<file path="config.mk">
export PLATFORM = sky130hd
export DESIGN_NAME = adsr_shift_envelope
export DESIGN_NICKNAME = d
export VERILOG_FILES = /design/src/rtl/envelope_pkg.sv /design/src/rtl/env_rate_tick.sv /design/src/rtl/adsr_shift_envelope.sv
export SDC_FILE = /design/constraint.sdc
export NUM_CORES = 1
export LEC_CHECK = 0
export ABC_CLOCK_PERIOD_IN_PS = 20200
export BUFFER_PORTS_ARGS = -buffer_cell sky130_fd_sc_hd__buf_2
export CAP_MARGIN = 20
export CORE_ASPECT_RATIO = 0.6
export CORE_MARGIN = 3
export CORE_UTILIZATION = 55
export DETAILED_ROUTE_END_ITERATION = 12
export PLACE_DENSITY_LB_ADDON = 0.2
export SYNTH_ARGS = -nofsm -noshare
export SYNTH_HDL_FRONTEND = slang
export SYNTH_SLANG_ARGS = --single-unit
</file>
<file path="constraint.sdc">
create_clock -name clock -period 20.2 [get_ports clock]
set_input_delay 5.05 -clock clock [delete_from_list [all_inputs] [get_ports clock]]
set_output_delay 5.05 -clock clock [all_outputs]
set_load 0.005 [all_outputs]
</file>
<file path="src/rtl/envelope_pkg.sv">
// Shared stage codes and sizing helper for the ADSR shift envelope.
package envelope_pkg;

  typedef enum logic [2:0] {
    ST_IDLE    = 3'd0,
    ST_ATTACK  = 3'd1,
    ST_DECAY   = 3'd2,
    ST_SUSTAIN = 3'd3,
    ST_RELEASE = 3'd4
  } stage_t;

  // Largest attenuation shift representable in a w-bit field (silent level).
  function automatic int max_shift(input int w);
    return (1 << w) - 1;
  endfunction

endpackage

</file>
<file path="src/rtl/env_rate_tick.sv">
// Loadable down-counter: tick pulses once per latched period and reloads itself.
module env_rate_tick #(
  parameter int CNT_W       = 32,
  parameter int STEP_CYCLES = 50000
) (
  input  logic             clock,
  input  logic             reset,
  input  logic             load,
  input  logic [CNT_W-1:0] period,
  output logic             tick
);

  logic [CNT_W-1:0] count_q;
  logic [CNT_W-1:0] period_q;

  assign tick = (count_q == '0);

  // Loading with period-1 puts the first tick exactly one period after the load edge.
  always_ff @(posedge clock or posedge reset) begin
    if (reset) begin
      count_q  <= '0;
      period_q <= CNT_W'(STEP_CYCLES);
    end else if (load) begin
      count_q  <= period - CNT_W'(1);
      period_q <= period;
    end else if (tick) begin
      count_q  <= period_q - CNT_W'(1);
    end else begin
      count_q  <= count_q - CNT_W'(1);
    end
  end

endmodule

</file>
<file path="src/rtl/adsr_shift_envelope.sv">
// ADSR envelope expressed as a right-shift attenuation (0 = full level, MAX = silent).
// Valid/ready does not apply: gate is a level input sampled every clock.
module adsr_shift_envelope
  import envelope_pkg::*;
#(
  parameter int SHIFT_W     = 4,
  parameter int VAL_W       = 4,
  parameter int STEP_CYCLES = 50000,
  parameter int CNT_W       = 32
) (
  input  logic               clock,
  input  logic               reset,
  input  logic               gate,
  input  logic [VAL_W-1:0]   attack_value,
  input  logic [VAL_W-1:0]   decay_value,
  input  logic [SHIFT_W-1:0] sustain_value,
  input  logic [VAL_W-1:0]   release_value,
  output logic [SHIFT_W-1:0] shift_amount,
  output logic [2:0]         stage,
  output logic               busy,
  output logic               done
);

  localparam logic [SHIFT_W-1:0] MAX_SHIFT = SHIFT_W'(max_shift(SHIFT_W));
  localparam logic [SHIFT_W-1:0] ONE       = SHIFT_W'(1);

  stage_t             state_q, state_d;
  logic [SHIFT_W-1:0] shift_q, shift_d;
  logic [SHIFT_W-1:0] sus_shift;
  logic               done_q, done_d;
  logic               tick, load;
  logic [VAL_W-1:0]   code;
  logic [CNT_W-1:0]   period;

  assign sus_shift = MAX_SHIFT - sustain_value;

  // The step is applied before any transition, so a gate change on a step cycle keeps the step.
  always_comb begin
    state_d = state_q;
    shift_d = shift_q;
    done_d  = 1'b0;
    case (state_q)
      ST_IDLE: begin
        if (gate) state_d = ST_ATTACK;
      end
      ST_ATTACK: begin
        if (tick && shift_q != '0) shift_d = shift_q - ONE;
        if (!gate)                 state_d = ST_RELEASE;
        else if (shift_d == '0)    state_d = (sus_shift == '0) ? ST_SUSTAIN : ST_DECAY;
      end
      ST_DECAY: begin
        if (tick && shift_q != MAX_SHIFT) shift_d = shift_q + ONE;
        if (!gate)                        state_d = ST_RELEASE;
        else if (shift_d >= sus_shift)    state_d = ST_SUSTAIN;
      end
      ST_SUSTAIN: begin
        if (!gate) state_d = ST_RELEASE;
        else       shift_d = sus_shift;
      end
      ST_RELEASE: begin
        if (tick && shift_q != MAX_SHIFT) shift_d = shift_q + ONE;
        if (gate) begin
          state_d = ST_ATTACK;
        end else if (shift_d == MAX_SHIFT) begin
          state_d = ST_IDLE;
          done_d  = 1'b1;
        end
      end
      default: state_d = ST_IDLE;
    endcase
  end

  // Rate code of the stage being entered; latched by the tick counter on the entry edge.
  always_comb begin
    code = '0;
    case (state_d)
      ST_ATTACK:  code = attack_value;
      ST_DECAY:   code = decay_value;
      ST_RELEASE: code = release_value;
      default:    code = '0;
    endcase
  end

  assign period = (CNT_W'(code) + CNT_W'(1)) * CNT_W'(STEP_CYCLES);
  assign load   = (state_d != state_q);

  env_rate_tick #(
    .CNT_W       (CNT_W),
    .STEP_CYCLES (STEP_CYCLES)
  ) u_rate_tick (
    .clock  (clock),
    .reset  (reset),
    .load   (load),
    .period (period),
    .tick   (tick)
  );

  always_ff @(posedge clock or posedge reset) begin
    if (reset) begin
      state_q <= ST_IDLE;
      shift_q <= MAX_SHIFT;
      done_q  <= 1'b0;
    end else begin
      state_q <= state_d;
      shift_q <= shift_d;
      done_q  <= done_d;
    end
  end

  assign shift_amount = shift_q;
  assign stage        = state_q;
  assign busy         = (state_q != ST_IDLE);
  assign done         = done_q;

endmodule

</file>
# Word-level counts from Yosys, hierarchy flattened
# Cells that the tools add are included.
totals:
  in_bits: 19
  register_bits: 68
  out_inout_bits: 9
  word_cells: 58
op_classes:
  addsub: 7
  multipliers: 1
  n_mux: 23
  order_cmp: 1
  n_reduce_logical: 10
  eq_ne: 11
ops:
  columns: ["cell", "count"]
  rows:
  - ["32-bit 2-to-1 mux", 2]
  - ["32-bit by 1-bit subtractor with 32-bit output (second input constant)", 2]
  - ["32-bit logical NOT", 1]
  - ["3-bit 2-to-1 mux", 8]
  - ["4-bit 2-to-1 mux", 6]
  - ["21-bit by 1-bit subtractor with 22-bit output (second input constant)", 1]
  - ["5-bit by 12-bit multiplier with 17-bit output (second input constant)", 1]
  - ["4-bit case mux with 4 select lines", 1]
  - ["3-bit case mux with 5 select lines", 1]
  - ["4-bit case mux with 3 select lines", 1]
  - ["3-bit by 2-bit equality test with 1-bit output (second input constant)", 3]
  - ["4-bit logical NOT", 2]
  - ["4-bit nonzero test", 2]
  - ["3-bit by 1-bit equality test with 1-bit output (second input constant)", 2]
  - ["3-bit equality test (second input constant)", 2]
  - ["4-bit by 1-bit adder with 5-bit output (second input constant)", 1]
  - ["4-bit by 1-bit adder with 4-bit output (second input constant)", 1]
  - ["4-bit equality test (second input constant)", 1]
  - ["4-bit greater-or-equal comparator", 1]
  - ["1-bit 2-to-1 mux", 4]
  - ["4-bit inequality test (second input constant)", 1]
  - ["4-bit by 1-bit subtractor with 4-bit output (second input constant)", 1]
  - ["4-bit subtractor (first input constant)", 1]
  - ["3-bit logical NOT", 1]
  - ["other kinds (5)", 6]

# Longest topological paths before layout
# Gate-level depths: netlist of the first run.
depth:
  ltp_word: 14
  ltp_mapped: 37
  depth_no_buf: 36

# Hierarchy
# From an unflattened synthesis of the first run, not the netlist that was laid out.
unflattened:
  hier_cells: 624
  area_unflattened_um2: 5469.0
by_module_without_submodules:
  columns: ["mod", "seq_area_each_um2", "instances", "area_per_inst_um2", "cells_per_inst"]
  rows:
  - ["env_rate_tick", 1609.0, 1, 3573.4, 382]
  - ["adsr_shift_envelope", 205.2, 1, 1895.6, 242]

# Least setup slack after synthesis of the first run
# OpenSTA, ideal clock, no wires.
synth_timing:
  path_type: "input to register"
  startpoint: "input port sustain_value[0]"
  endpoint: "register u_rate_tick.count_q[20]"
  n_path_buf: 1
  path_stages: 28
  t_required_ns: 20.063
  slack_ns: 9.316
  arrival_time_ns: 10.747
  setup_ns: 0.137
  cell_sequence: "inv_1 > ha_1 > nor2b_1 > o21ai_0 > nand4b_1 > and3_1 > a32oi_1 > o32a_1 > nand2_2 > ha_1 > or3_4 > and2_1 > buf_6 > ha_1 > fa_1 > ha_1 > ha_1 > and3b_1 > o21a_1 > o21a_1 > or2_2 > xor2_1 > nor3_1 > nand3_1 > a2111oi_2 > nand3_1 > xnor2_1 > a21oi_1"
synth_via:
  elab_chain_len: 12
  elab_cells_between_ends: 18
  classes_between: "add/sub (3); mul (1); order compare (1); eq/ne (4); mux (8); reduce/logical (1)"
synth_lines:
  columns: ["item", "line", "text"]
  rows:
  - ["from (decl)", "adsr_shift_envelope.sv:16", "input logic [SHIFT_W-1:0] sustain_value,"]
  - ["4-bit subtractor (*)", "adsr_shift_envelope.sv:35", "assign sus_shift = MAX_SHIFT - sustain_value;"]
  - ["parallel branches: the longest is 4 deep, another holds 4-bit greater-or-equal comparator", null, null]
  - ["3-bit case mux with 5 select lines (*)", "adsr_shift_envelope.sv:42", "case (state_q)"]
  - ["3-bit equality test (tied with other cells)", "adsr_shift_envelope.sv:76", "case (state_d)"]
  - ["4-bit case mux with 3 select lines", "adsr_shift_envelope.sv:76", null]
  - ["4-bit by 1-bit adder with 5-bit output", "adsr_shift_envelope.sv:84", "assign period = (CNT_W'(code) + CNT_W'(1)) * CNT_W'(STEP_CYCLES);"]
  - ["5-bit by 12-bit multiplier with 17-bit output", "adsr_shift_envelope.sv:84", null]
  - ["21-bit by 1-bit subtractor with 22-bit output", "env_rate_tick.sv:24", "count_q <= period - CNT_W'(1);"]
  - ["32-bit 2-to-1 mux (*)", "env_rate_tick.sv:23", "end else if (load) begin"]
  - ["to (signal assigned)", "env_rate_tick.sv:24", null]
  - ["to (signal assigned)", "env_rate_tick.sv:27", "count_q <= period_q - CNT_W'(1);"]
  - ["to (signal assigned)", "env_rate_tick.sv:29", "count_q <= count_q - CNT_W'(1);"]
  - ["to (decl)", "env_rate_tick.sv:13", "logic [CNT_W-1:0] count_q;"]
# Mark *: on every way between the ends.
# A chain may end at the register's enable or synchronous reset.

# Worst setup path in the final report of the first run
layout_timing:
  startpoint: "input port sustain_value[2]"
  endpoint: "register u_rate_tick.count_q[23]"
# Same word-level chain as after synthesis.

==> reports/results.txt, run 1 <==
Status: completed
Synth area leader: dfrtp_1
HP Class: flip-flop to flip-flop
Number of synthesized flops with an enable pin: 0
RSZ-0062 raised after global routing: no
Most common library cells after synthesis: 82 x nand2_1, 64 x nor2_1, 47 x dfrtp_1
Lkg Pwr: 0.00249 uW
Synth cell types: 72
Clk slew on worst S/H paths: 50 ps
Max Cap Viol: 0
Die width: 130 um
Area contributors post-synth: dfrtp_1 23%, ha_1 8.9%, nand2_1 6.1%
Reg2Reg Depth: 33
Slew Limit Headroom: 30.0%
Clk_skew: 9.34 ps
GRT Overall Usage: 27.2%
Cts repair resizes: 0
Syn_area_per_cell: 8.06 um^2
Register area share after synthesis: 28.4%
Htree depth: 3
Max Fclk: 86.2 MHz
DRT Pass-1 Iters: 5
Worst R2R Start: u_rate_tick.count_q[0]
Core Region: 8720 um^2
Hold Buf Count CTS: 0
Initial antenna violation count: 0
CTS tree: yes
Post-route DRC: 0
Initial Util: 58.0%
Final Hold Fails: 0
Setup TNS Final: 0 ps
Antenna Nets Post-Route: 0
Final min period: 11600 ps
Max-slew violations: 0
CP Max Fanout: 11
Synth Flop Type: dfrtp_1
IO Count: 28
Seq cells post-synth: 57
WL final: 13400 um
Period utilisation layout: 57.4%
Reg2Reg Setup Slack: 9940 ps
Number of setup buffers added after CTS: 0
Area Growth Syn to Fin: 10.1%
WHS Path Cells: 2
Number of setup violations in the final report: 0
Tot Pwr: 869 uW
Setup crit end kind: flip-flop
Yosys warnings: 0
Critical Path AT: 11840 ps
Grt total ovfl: 0
Post-synth top area share: 23.3%
Die ar.: 10400 um^2
CTS Sinks: 57
# rows: 26
Final Wtd Congestion: 0.914
Worst Hold Path EP: u_rate_tick.period_q[8]
VDD IR-drop max: 0.0656 mV
Largest net degree at the start of global routing: 58
Reg2reg end: u_rate_tick.count_q[23]
Clock Path Buffers: 2
P per Cell Area: 156 nW/um^2
Vias in the first global route: 4373
Worst Tran Pin Value: 1050 ps
Cell Area, Synth: 5060 um^2
Cells after synthesis: 628
Final #Nets: 701
Vias: 4722
First-pass GRT wire length: 22600 um
Ys async rst share: 100%
Die Y: 80.3 um
Num CTS Buffers: 9
Share of cells above drive strength 1: 12.8%
Root Buffer: clkbuf_16
Diode count: 0
Mapped Nets: 685
Worst Path Required: 20440 ps
Wire per inst: 17.7 um
DP HPWL: 9990 um
Worst Min Path Start: u_rate_tick.period_q[8]
1st-iter DRT viols: 396
Worst skew pair latency: 330 ps
Most common cell in the netlist: nand2_1
# port buffers: 27
WS Path Type: primary input to flip-flop
Critical Path Start Type: primary input
DR vias/cell: 6.20
-- layer usage --
| layer | global-route usage (%) | routed length, um |
|---|---|---|
| met5 | 0 | 0 |
| met1 | 43.1 | 6970 |
| met3 | 4.78 | 938 |
| met2 | 37.7 | 5420 |
| met4 | 5.91 | 112 |
-- through the flow --
stage	util, %	setup WS, ps	area, um^2	hold WS, ps	cells
2_1_floorplan	-	9320	5060	450	628
3_5_place_dp	60.2	8430	5250	481	744
5_1_grt	63.9	8130	5570	517	761
4_1_cts	63.8	8780	5560	490	760
3_3_place_gp	60.2	8700	5250	470	744
6_report	63.9	8600	5570	485	761
-- logic make-up after synthesis --
logic type / after synthesis / share of synthesized area, %
simple gates: 291 / 30.1
xor+xnor: 56 / 9.70
buf+inv: 50 / 4.06
fa+ha+maj: 38 / 9.70
mux: 5 / 1.01
compound gates: 131 / 17.0
flops: 57 / 28.4
-- power by group --
part	internal (uW)	switching [uW]	total, uW	leakage, uW
clock	109	51.6	160	0.000159
combinational	186	301	487	0.00164
sequential	165	57.3	222	0.000694
total	460	410	869	0.00249
-- registers in the layout (all words and copies together) (netlist names) --
signal / count
u_rate_tick.period_q: 17
done: 1
shift_amount: 4
u_rate_tick.count_q: 32
stage: 3
-- placed cells by master, fill, tap and decap left out, drive strengths merged, types with 7 or more instances in the layout --
cell    count
xor2       28
nor2       64
nor2b      12
and3        8
a21oi      36
nand3      22
dfrtp      47
or4        10
xnor2      28
inv        24
nor3       24
nand2      83
nor4       18
o21ai      38
or3        15
nand2b      7
clkbuf     15
ha         36
buf        30
dfstp      10
-- worst max-delay path by stage --
| stage | to | startpoint | cells after the start | slack, ps |
|---|---|---|---|---|
| 6_report | u_rate_tick.count_q[23] | sustain_value[2] | 26 | 8600 |
| 5_1_grt | u_rate_tick.count_q[23] | sustain_value[0] | 27 | 8130 |
| 4_1_cts | u_rate_tick.count_q[23] | sustain_value[3] | 25 | 8780 |
| 3_5_place_dp | u_rate_tick.count_q[23] | sustain_value[3] | 25 | 8430 |
| 3_3_place_gp | u_rate_tick.count_q[29] | sustain_value[0] | 27 | 8700 |
| 2_1_floorplan | u_rate_tick.count_q[20] | sustain_value[0] | 28 | 9320 |
-- layout make-up --
class                      instances  area (um^2)
multi-input combinational        521         3420
fill                             762         3150
sequential                        57         1440
clock buffer                      14          284
timing repair buffer              31          163
tap                              112          140
inverter                          24         90.1
clock inverter                     2         35.0
-- worst max-delay path, stage by stage --
cell      delay (ps)
buf_2            110
ha_1             290
nand2_1           50
o21ai_0          230
nand4b_1         190
and3_1           220
a32oi_1          260
o32a_1           310
nand2_2          190
ha_1             280
or3_4            410
and2_1           350
ha_1             300
fa_1             440
ha_1             290
ha_1             340
and3b_1          200
o21a_1           190
o21a_1           180
or2_2            300
xor2_1           180
nor3_1           350
nand2_1          120
nor4_1           260
nand4_1          500
o21ai_0          230
Note: power is estimated with default switching activity, not from simulation.
==> run 2, diff against run 1 <==
--- a/config.mk
+++ b/config.mk
@@ -5,7 +5,7 @@
 export SDC_FILE = /design/constraint.sdc
 export NUM_CORES = 1
 export LEC_CHECK = 0
-export ABC_CLOCK_PERIOD_IN_PS = 20200
+export ABC_CLOCK_PERIOD_IN_PS = 10700
 export BUFFER_PORTS_ARGS = -buffer_cell sky130_fd_sc_hd__buf_2
 export CAP_MARGIN = 20
 export CORE_ASPECT_RATIO = 0.6
==> constraint.sdc (replaced) <==
create_clock -name clock -period 10.7 [get_ports clock]
set_input_delay 2.675 -clock clock [delete_from_list [all_inputs] [get_ports clock]]
set_output_delay 2.675 -clock clock [all_outputs]
set_load 0.005 [all_outputs]
==> run 2 against run 1 <==
Net effect: die area unchanged; via count increased by 0.72%; routed wire length decreased by 2.1%; first-iteration DRC count increased by 0.51%; worst setup slack got worse by 7400 ps; sequential power increased by 88%; global-route usage decreased by 0.89 points; utilization decreased by 0.16 points; count of clock-buffer cells in the layout decreased by 1; total power increased by 86%; hold slack improved by 7.8 ps; largest cell class unchanged.
==> reports/results.txt, run 2 (same netlist as run 1, synthesis figures left out) <==
Period utilisation layout: 88.8%
GRT Overall Usage: 26.3%
CP Max Fanout: 11
Setup crit end kind: flip-flop
Util after Layout: 63.7%
Vias: 4756
Filler cells: 759
DRT Pass-1 Iters: 5
Setup TNS Final: 0 ps
Max Fclk: 105 MHz
Diode count: 0
Initial Util: 58.0%
Final Cell Area: 5560 um^2
Clk slew on worst S/H paths: 50 ps
Core Region: 8720 um^2
VDD IR-drop max: 0.143 mV
Final Wtd Congestion: 0.917
Critical Path Start Type: flip-flop
Number of setup buffers added after CTS: 0
Final Worst Setup Slack: 1200 ps
Critical Path AT: 9730 ps
Vias in the first global route: 4390
Tot Pwr: 1610 uW
Clock Path Buffers: 2
WS Path Type: flip-flop to flip-flop
Antenna Nets Post-Route: 0
Die width: 130 um
Max reg flops: 32
Critical path's top delay family: simple AND/OR/NAND/NOR gates
Most frequent cells in the layout: 82 x nand2_1, 64 x nor2_1, 47 x dfrtp_1, 36 x a21oi_1, 36 x ha_1
Largest register by flop count: u_rate_tick.count_q
Final #Nets: 703
Grt total ovfl: 0
1st-iter DRT viols: 398
Slowest CP cell: nor3b_1
CTS Sinks: 57
Area Growth Syn to Fin: 9.82%
WP buf/inv: 2
First-pass GRT wire length: 21900 um
Post-route DRC: 0
Worst skew pair latency: 320 ps
Share of cells above drive strength 1: 12.7%
Hold Buf Count CTS: 0
Num CTS Buffers: 9
Final min period: 9500 ps
IO Count: 28
# port buffers: 27
Largest net degree at the start of global routing: 42
Die Y: 80.3 um
Htree depth: 3
Cts repair resizes: 0
Max Cap Viol: 0
DR vias/cell: 6.23
Die ar.: 10400 um^2
Slew Limit Headroom: 45.4%
Final Hold Fails: 0
Worst Path Required: 10930 ps
Clk_skew: 5.79 ps
Status: completed
P per Cell Area: 291 nW/um^2
Post-Place Setup Slack: 1380 ps
DP HPWL: 10100 um
Lkg Pwr: 0.00248 uW
# rows: 26
Top cell by count, worst path: ha_1
Commonest non-fill, non-tap cell in the layout: nand2_1
Max-slew violations: 0
Initial antenna violation count: 0
Root Buffer: clkbuf_16
WL final: 13200 um
CP max stage delay: 680 ps
Wire per inst: 17.2 um
Placed inst area: 5260 um^2
Worst Tran Pin Value: 818 ps
CTS tree: yes
HP Class: flip-flop to flip-flop
Number of setup violations in the final report: 0
RSZ-0062 raised after global routing: no
-- run 2: per-layer routing --
| metal | wire length, um | share of wire, % | global-route usage, % | vias up |
|---|---|---|---|---|
| li1 | - | - | - | 2288 |
| met1 | 6780 | 52 | 41.2 | 2263 |
| met2 | 5170 | 39 | 36.5 | 190 |
| met3 | 1090 | 8.3 | 6.51 | 15 |
| met4 | 117 | 0.89 | 3.94 | 0 |
| met5 | 0 | 0 | 0 | - |
-- run 2: final timing paths --
kind,start,to,slack [ps],depth (start not counted)
min in group asynchronous,reset,u_rate_tick.count_q[0],2360,2
worst max-delay path,u_rate_tick.count_q[0],u_rate_tick.count_q[25],1200,33
worst min-delay path,u_rate_tick.period_q[8],u_rate_tick.period_q[8],490,2
max in group asynchronous,reset,shift_amount[2],7490,3
worst min register to register,u_rate_tick.period_q[8],u_rate_tick.period_q[8],490,2
worst max register to register,u_rate_tick.count_q[0],u_rate_tick.count_q[25],1200,33
-- run 2: power by group --
part	internal, uW	switching (uW)	total (uW)
Clock	186	92.1	278
Combinational	352	568	920
Sequential	311	106	417
-- run 2: per-stage QoR --
stage	hold WS [ps]	instances
final	492	763
after detailed placement	489	746
after floorplan	450	628
after global placement	469	746
after CTS	498	762
after global routing	531	763
-- run 2: area by class of cell --
class                      count  area [um^2]  area share, %
inverter                      24         90.1           1.62
sequential                    57         1440           25.9
clock inverter                 3         40.0          0.721
tap                          112          140           2.52
timing repair buffer          33          178           3.20
multi-input combinational    521         3420           61.5
clock buffer                  13          250           4.50
-- run 2: worst min-delay path, delay by kind of cell, from the launching register on --
family,cells,cell delay (ps)
simple gates,2,110
flops,1,380
